`src/rtl/i2c_req_arbiter_pkg.sv`:
```
`default_nettype none
// ============================================================================
// Module  : i2c_req_arbiter_pkg
// Brief   : Shared types for the I2C requester arbiter.
// Revision: 1.0 - initial release
// ============================================================================
package i2c_req_arbiter_pkg;

  localparam int ADDR_W = 7;
  localparam int BYTE_W = 8;

  typedef logic [ADDR_W-1:0] address_t;
  typedef logic [BYTE_W-1:0] byte_t;

  typedef enum logic [2:0] {
    IDLE      = 3'd0,
    ARB       = 3'd1,
    LAUNCH    = 3'd2,
    WAIT_BUSY = 3'd3,
    WAIT_DONE = 3'd4,
    RELEASE   = 3'd5
  } arb_state_t;

  typedef struct packed {
    logic     rw;
    address_t addr;
    byte_t    data;
  } i2c_cmd_t;

endpackage
`default_nettype wire

```
`src/rtl/i2c_req_arbiter_rr_picker.sv`:
```
`default_nettype none
// ============================================================================
// Module  : rr_picker
// Brief   : Combinational round-robin select, search starts after rr_ptr_i.
// Revision: 1.0 - initial release
// ============================================================================
module rr_picker #(
  parameter  int NUM_REQ = 4,
  localparam int PTR_W   = $clog2(NUM_REQ)
) (
  input  logic [NUM_REQ-1:0] req_i,
  input  logic [PTR_W-1:0]   rr_ptr_i,
  output logic [NUM_REQ-1:0] winner_o,
  output logic               valid_o
);

  logic [PTR_W-1:0] idx;

  always_comb begin
    winner_o = '0;
    valid_o  = 1'b0;
    idx      = '0;
    for (int k = 1; k <= NUM_REQ; k++) begin
      idx = PTR_W'((int'(rr_ptr_i) + k) % NUM_REQ);
      if (!valid_o && req_i[idx]) begin
        winner_o[idx] = 1'b1;
        valid_o       = 1'b1;
      end
    end
  end

endmodule
`default_nettype wire

```
`src/rtl/i2c_req_arbiter.sv`:
```
`default_nettype none
// ============================================================================
// Module  : i2c_req_arbiter
// Brief   : Round-robin sharing of one I2C master with launch/timeout tracking.
// Revision: 1.0 - initial release
// ============================================================================
module i2c_req_arbiter
  import i2c_req_arbiter_pkg::*;
#(
  parameter int NUM_REQ     = 4,
  parameter int TIMEOUT_CYC = 1024
) (
  input  logic                     clk,
  input  logic                     reset_n,
  input  logic [NUM_REQ-1:0]       req,
  input  logic [NUM_REQ-1:0]       req_rw,
  input  address_t [NUM_REQ-1:0]   req_addr,
  input  byte_t [NUM_REQ-1:0]      req_data,
  output logic [NUM_REQ-1:0]       gnt,
  output logic [NUM_REQ-1:0]       done,
  output logic [NUM_REQ-1:0]       err,
  output logic                     m_en,
  output logic                     m_rw,
  output address_t                 m_addr,
  output byte_t                    m_data,
  input  logic                     m_busy,
  input  logic                     m_done
);

  localparam int               PTR_W    = $clog2(NUM_REQ);
  localparam int               TMR_W    = $clog2(TIMEOUT_CYC);
  localparam logic [TMR_W-1:0] TMR_LAST = TMR_W'(TIMEOUT_CYC - 1);

  arb_state_t         state_q, state_d;
  logic [NUM_REQ-1:0] gnt_q, gnt_d;
  logic [NUM_REQ-1:0] done_q, done_d;
  logic [NUM_REQ-1:0] err_q, err_d;
  logic               m_en_q, m_en_d;
  i2c_cmd_t           cmd_q, cmd_d;
  logic [PTR_W-1:0]   rr_ptr_q, rr_ptr_d;
  logic [TMR_W-1:0]   timer_q, timer_d;

  logic [NUM_REQ-1:0] pick_win;
  logic               pick_valid;
  logic [PTR_W-1:0]   win_idx;
  i2c_cmd_t           win_cmd;

  rr_picker #(.NUM_REQ(NUM_REQ)) u_picker (
    .req_i    (req),
    .rr_ptr_i (rr_ptr_q),
    .winner_o (pick_win),
    .valid_o  (pick_valid)
  );

  always_comb begin
    win_idx = '0;
    win_cmd = '0;
    for (int i = 0; i < NUM_REQ; i++) begin
      if (pick_win[i]) begin
        win_idx = PTR_W'(i);
        win_cmd = '{rw: req_rw[i], addr: req_addr[i], data: req_data[i]};
      end
    end
  end

  // done/err are single-cycle pulses, so they default to zero every cycle.
  always_comb begin
    state_d  = state_q;
    gnt_d    = gnt_q;
    done_d   = '0;
    err_d    = '0;
    m_en_d   = m_en_q;
    cmd_d    = cmd_q;
    rr_ptr_d = rr_ptr_q;
    timer_d  = timer_q;
    case (state_q)
      IDLE: begin
        if (|req) state_d = ARB;
      end
      ARB: begin
        if (pick_valid) begin
          cmd_d    = win_cmd;
          gnt_d    = pick_win;
          rr_ptr_d = win_idx;
          state_d  = LAUNCH;
        end else begin
          state_d = IDLE;
        end
      end
      LAUNCH: begin
        m_en_d  = 1'b1;
        timer_d = '0;
        state_d = WAIT_BUSY;
      end
      WAIT_BUSY: begin
        if (m_busy) begin
          m_en_d  = 1'b0;
          timer_d = '0;
          state_d = WAIT_DONE;
        end else if (timer_q == TMR_LAST) begin
          m_en_d  = 1'b0;
          err_d   = gnt_q;
          state_d = RELEASE;
        end else begin
          timer_d = timer_q + 1'b1;
        end
      end
      WAIT_DONE: begin
        m_en_d = 1'b0;
        // Completion takes priority over a coincident timeout.
        if (m_done) begin
          done_d  = gnt_q;
          state_d = RELEASE;
        end else if (timer_q == TMR_LAST) begin
          err_d   = gnt_q;
          state_d = RELEASE;
        end else begin
          timer_d = timer_q + 1'b1;
        end
      end
      RELEASE: begin
        gnt_d   = '0;
        state_d = IDLE;
      end
      default: state_d = IDLE;
    endcase
  end

  always_ff @(posedge clk or negedge reset_n) begin
    if (!reset_n) begin
      state_q  <= IDLE;
      gnt_q    <= '0;
      done_q   <= '0;
      err_q    <= '0;
      m_en_q   <= 1'b0;
      cmd_q    <= '0;
      rr_ptr_q <= PTR_W'(NUM_REQ - 1);
      timer_q  <= '0;
    end else begin
      state_q  <= state_d;
      gnt_q    <= gnt_d;
      done_q   <= done_d;
      err_q    <= err_d;
      m_en_q   <= m_en_d;
      cmd_q    <= cmd_d;
      rr_ptr_q <= rr_ptr_d;
      timer_q  <= timer_d;
    end
  end

  assign gnt    = gnt_q;
  assign done   = done_q;
  assign err    = err_q;
  assign m_en   = m_en_q;
  assign m_rw   = cmd_q.rw;
  assign m_addr = cmd_q.addr;
  assign m_data = cmd_q.data;

endmodule
`default_nettype wire

```
`config.mk`:
```
export PLATFORM = sky130hd
export DESIGN_NAME = i2c_req_arbiter
export DESIGN_NICKNAME = d
export VERILOG_FILES = /design/src/rtl/i2c_req_arbiter_pkg.sv /design/src/rtl/i2c_req_arbiter_rr_picker.sv /design/src/rtl/i2c_req_arbiter.sv
export SDC_FILE = /design/constraint.sdc
export NUM_CORES = 1
export LEC_CHECK = 0
export ABC_AREA = 1
export CAP_MARGIN = 20
export CORE_MARGIN = 5
export CORE_UTILIZATION = 44
export CTS_BUF_LIST = sky130_fd_sc_hd__clkbuf_4
export CTS_CLUSTER_SIZE = 8
export DETAILED_ROUTE_END_ITERATION = 16
export PLACE_DENSITY = 0.8
export SLEW_MARGIN = 20
export SYNTH_ARGS = -nofsm -noshare
export SYNTH_HDL_FRONTEND = slang
export SYNTH_SLANG_ARGS = --single-unit
```
`constraint.sdc`:
```
create_clock -name clk -period 2.5 [get_ports clk]
set_clock_uncertainty 0.1 [all_clocks]
set_input_delay 0.75 -clock clk [delete_from_list [all_inputs] [get_ports clk]]
set_output_delay 0.75 -clock clk [all_outputs]
set_load 0.01 [all_outputs]
```
==> impl_results.md <==
- Register area share after synthesis: roughly a third
- GRT Residual Overflow: 0
- Final setup fails: 0
- WS Path Type: primary input to register
- Critical-path maximum fanout: 10
- Mapped Area: 0.00314 mm²
- Average wire per standard cell: 14.5 µm
- Core Footprint: 0.00687 mm²
- Fin area: 0.00449 mm²
- Final Worst Setup Slack: 100 ps
- Root Driver: clkbuf_4
- Hold WS: 349 ps
- Crit start category: primary input
- Slew Viols, Final: 0
- Worst flop-to-flop path endpoint: m_data[5]$_DFFE_PN0P_
- CTS Buffer Depth: 2
- Setup TNS: 0 ps
- Via count: 3,253
- Setup crit end kind: register
- Worst EP required: 2660 ps
- Final Hold Viols: 0
- Global-route wire length before repair: 15.2 mm
- Final #Nets: 627
- Yosys reg bits: 44
- Leakage: 0.00213 µW
- CP max stage delay: 530 ps
- Pin count of the biggest net entering global routing: 45
- ANT nets after route: 0
- Initial DRC Count: 214
- Vias per std cell: 5.06
- Ys Warns: 0
- Routability Congestion: 0.860
- Slowest CP cell: clkdlybuf4s50_1
- Total power: roughly 5500 µW
- Unique masters post-synth: 37
- Die X: 94.4 µm
- Crit path DAT: around 2600 ps
- Starting density of the core: 45.6%
- Detail Placement HPWL: 7.05 mm
- Syn avg cell area: 7.33 µm²
- Area share of the largest cell type after synthesis: approximately 34%
- Slew Limit Headroom: 62.4%
- TritonCTS clock tree: done
- Fmax: 417 MHz
- Worst-Margin Slew: 564 ps
- VDD IR-drop max: 0.599 mV
- Die height: 94.4 µm
- Power per cell area: 1230 mW/mm²
- Worst min-delay path class: primary input to async pin
- Unrepaired setup endpoints after global routing: false
- Clock Pin Slew Worst Setup and Hold Paths: between 100 and 150 ps
- # clock sinks: 44
- Status: complete, no violations
- Rows: 30
- Post-Place Setup Slack: -241 ps
- Area growth from synthesis to layout: 43.1%
- Total Routed Length: ~9.3 mm
- CP delay by family, top: simple AND/OR/NAND/NOR gates
- Placed inst area: 0.00437 mm²
- Drc violations: 0
- R2R setup slack: between 100 and 150 ps
- H-tree levels: 2
- Buffers and inverters on the worst path: 2
- # diodes: 0
- Post-CTS Hold Fix Bufs: 0
- Synth top area cells: dfrtp_1 34%, nand2_1 15%, nand3_1 6.5%
- Clock Latency Late Sink: between 300 and 400 ps
- Die area: 0.00891 mm²
- Post-synth net total: 509
- Synth area leader: dfrtp_1
- Min cycle time layout: between 2000 and 2500 ps
- FF-to-FF path depth: 14
- Pre-antenna DRT Iters: 5
- Fraction of layout cells with a size suffix above 1: 14.1%
- Total GRT Usage: a little over a fifth
- Final period util: just under 100%
- Crit-path cells: clkdlybuf4s50_1 -> nand2_1 -> nand3_1 -> nand2_4 -> nand3_4 -> nor2_1 -> nor2_2 -> nand2_4 -> buf_12 -> a21oi_1 -> nand2_1 -> nand2_1 -> nand2_1
- Reg2Reg Launch Point: rr_ptr_q[0]$_DFFE_PN1P_
- Port Buffer Count: 100
- Max-capacitance violation count: 0
- Number of I/O pins: 101
- Syn Inst Count: approximately 430
- Vias in the first global route: 3,255
- Most used cell, CP: nand2_1
- Antenna violations before repair: 0
- Num CTS Buffers: 5
==> timing repair <==
item / in CTS / in global routing
endpoints found under the hold margin: 0 / 0
resized for setup: 0 / 7
buffers inserted: 0 / 0
setup endpoints to repair: 0 / 19
==> registers in the layout (all words and copies together), names as in the netlist <==
name and count:
timer_q 10, m_data 8, m_addr 7, done 4, err 4, gnt 4
state_q 3, rr_ptr_q 2, m_en 1, m_rw 1
==> logic make-up after synthesis <==
logic type               Yosys count  share of synthesized area, %
XOR/XNOR                           2                         0.559
AO/OA/AOI/OAI                     59                          10.1
AND/OR/NAND/NOR                  254                          41.4
buffers and inverters             60                          9.14
flip-flops                        44                          35.2
adder cells (fa/ha/maj)            9                          3.59
==> synth_stat cells <==
cell type    n
clkinv_1     1
o21ai_0     14
nand3_4      2
buf_6        2
ha_1         9
o22ai_1      1
nor3_1       7
a211oi_1     1
inv_1       46
a31o_2       1
dfstp_2      2
and3_1       1
nor3_2       1
buf_2        3
nor4_1       2
o211ai_2     1
nor2_1      35
o21a_1       1
nand2_4      8
nor2_8       2
a21oi_1     38
nand3_2     16
buf_4        2
nand3_1     41
inv_2        1
nor4_4       1
dfrtp_1     42
xor2_1       2
inv_4        1
nor2_2       1
buf_12       2
nand2_2      5
o211ai_1     2
nand2_1    129
clkbuf_1     2
nor2_4       2
nand4_1      1
==> layer usage <==
layer / up-vias / wire length (µm) / track usage (%)
li1: 1615 / - / -
met1: 1503 / 4080 / 28.9
met2: 118 / 4510 / 34.6
met3: 17 / 562 / 3.27
met4: 0 / 190 / 6.74
met5: - / 0 / 0
==> metrics by stage <==
stage / utilization (%) / instances
3_3_place_gp: 63.6 / 635
5_1_grt: 65.3 / 643
3_5_place_dp: 63.6 / 635
4_1_cts: 64.7 / 643
2_1_floorplan: - / 428
6_report: 65.3 / 643
==> report_power, final <==
part	switching, µW	internal, µW
Combinational	2400	1600
Clock	233	221
Sequential	150	938
Total	2780	2760
==> how the worst max path moves through the flow <==
stage	startpoint	slack, ps	endpoint	cells past startpoint
CTS	rr_ptr_q[0]$_DFFE_PN1P_	6	m_data[7]$_DFFE_PN0P_	12
finish	req[1]	100	m_data[5]$_DFFE_PN0P_	13
global placement	req[2]	-170	m_data[3]$_DFFE_PN0P_	13
floorplan	rr_ptr_q[0]$_DFFE_PN1P_	130	m_data[5]$_DFFE_PN0P_	15
detailed placement	req[3]	-240	m_data[2]$_DFFE_PN0P_	13
global route	req[2]	10	m_addr[0]$_DFFE_PN0P_	12
==> layout by cell type, fill, tap and decap left out, drive strengths merged, types with 3 or more instances in the layout <==
| cell | count |
|---|---|
| nand2 | 142 |
| clkdlybuf4s50 | 98 |
| nand3 | 59 |
| inv | 48 |
| dfrtp | 42 |
| nor2 | 40 |
| a21oi | 38 |
| buf | 23 |
| o21ai | 14 |
| ha | 9 |
| nor3 | 8 |
| clkbuf | 6 |
| nor4 | 3 |
| o211ai | 3 |
==> layout make-up <==
class / count / area [µm²]
Fill cell: 606 / 2380
Multi-Input combinational cell: 324 / 1780
Timing Repair Buffer: 122 / 1210
Sequential cell: 44 / 1100
Inverter: 49 / 191
Tap cell: 96 / 120
Clock buffer: 6 / 45.0
Clock inverter: 2 / 35.0
No activity file was read; power rests on OpenSTA's default activity.
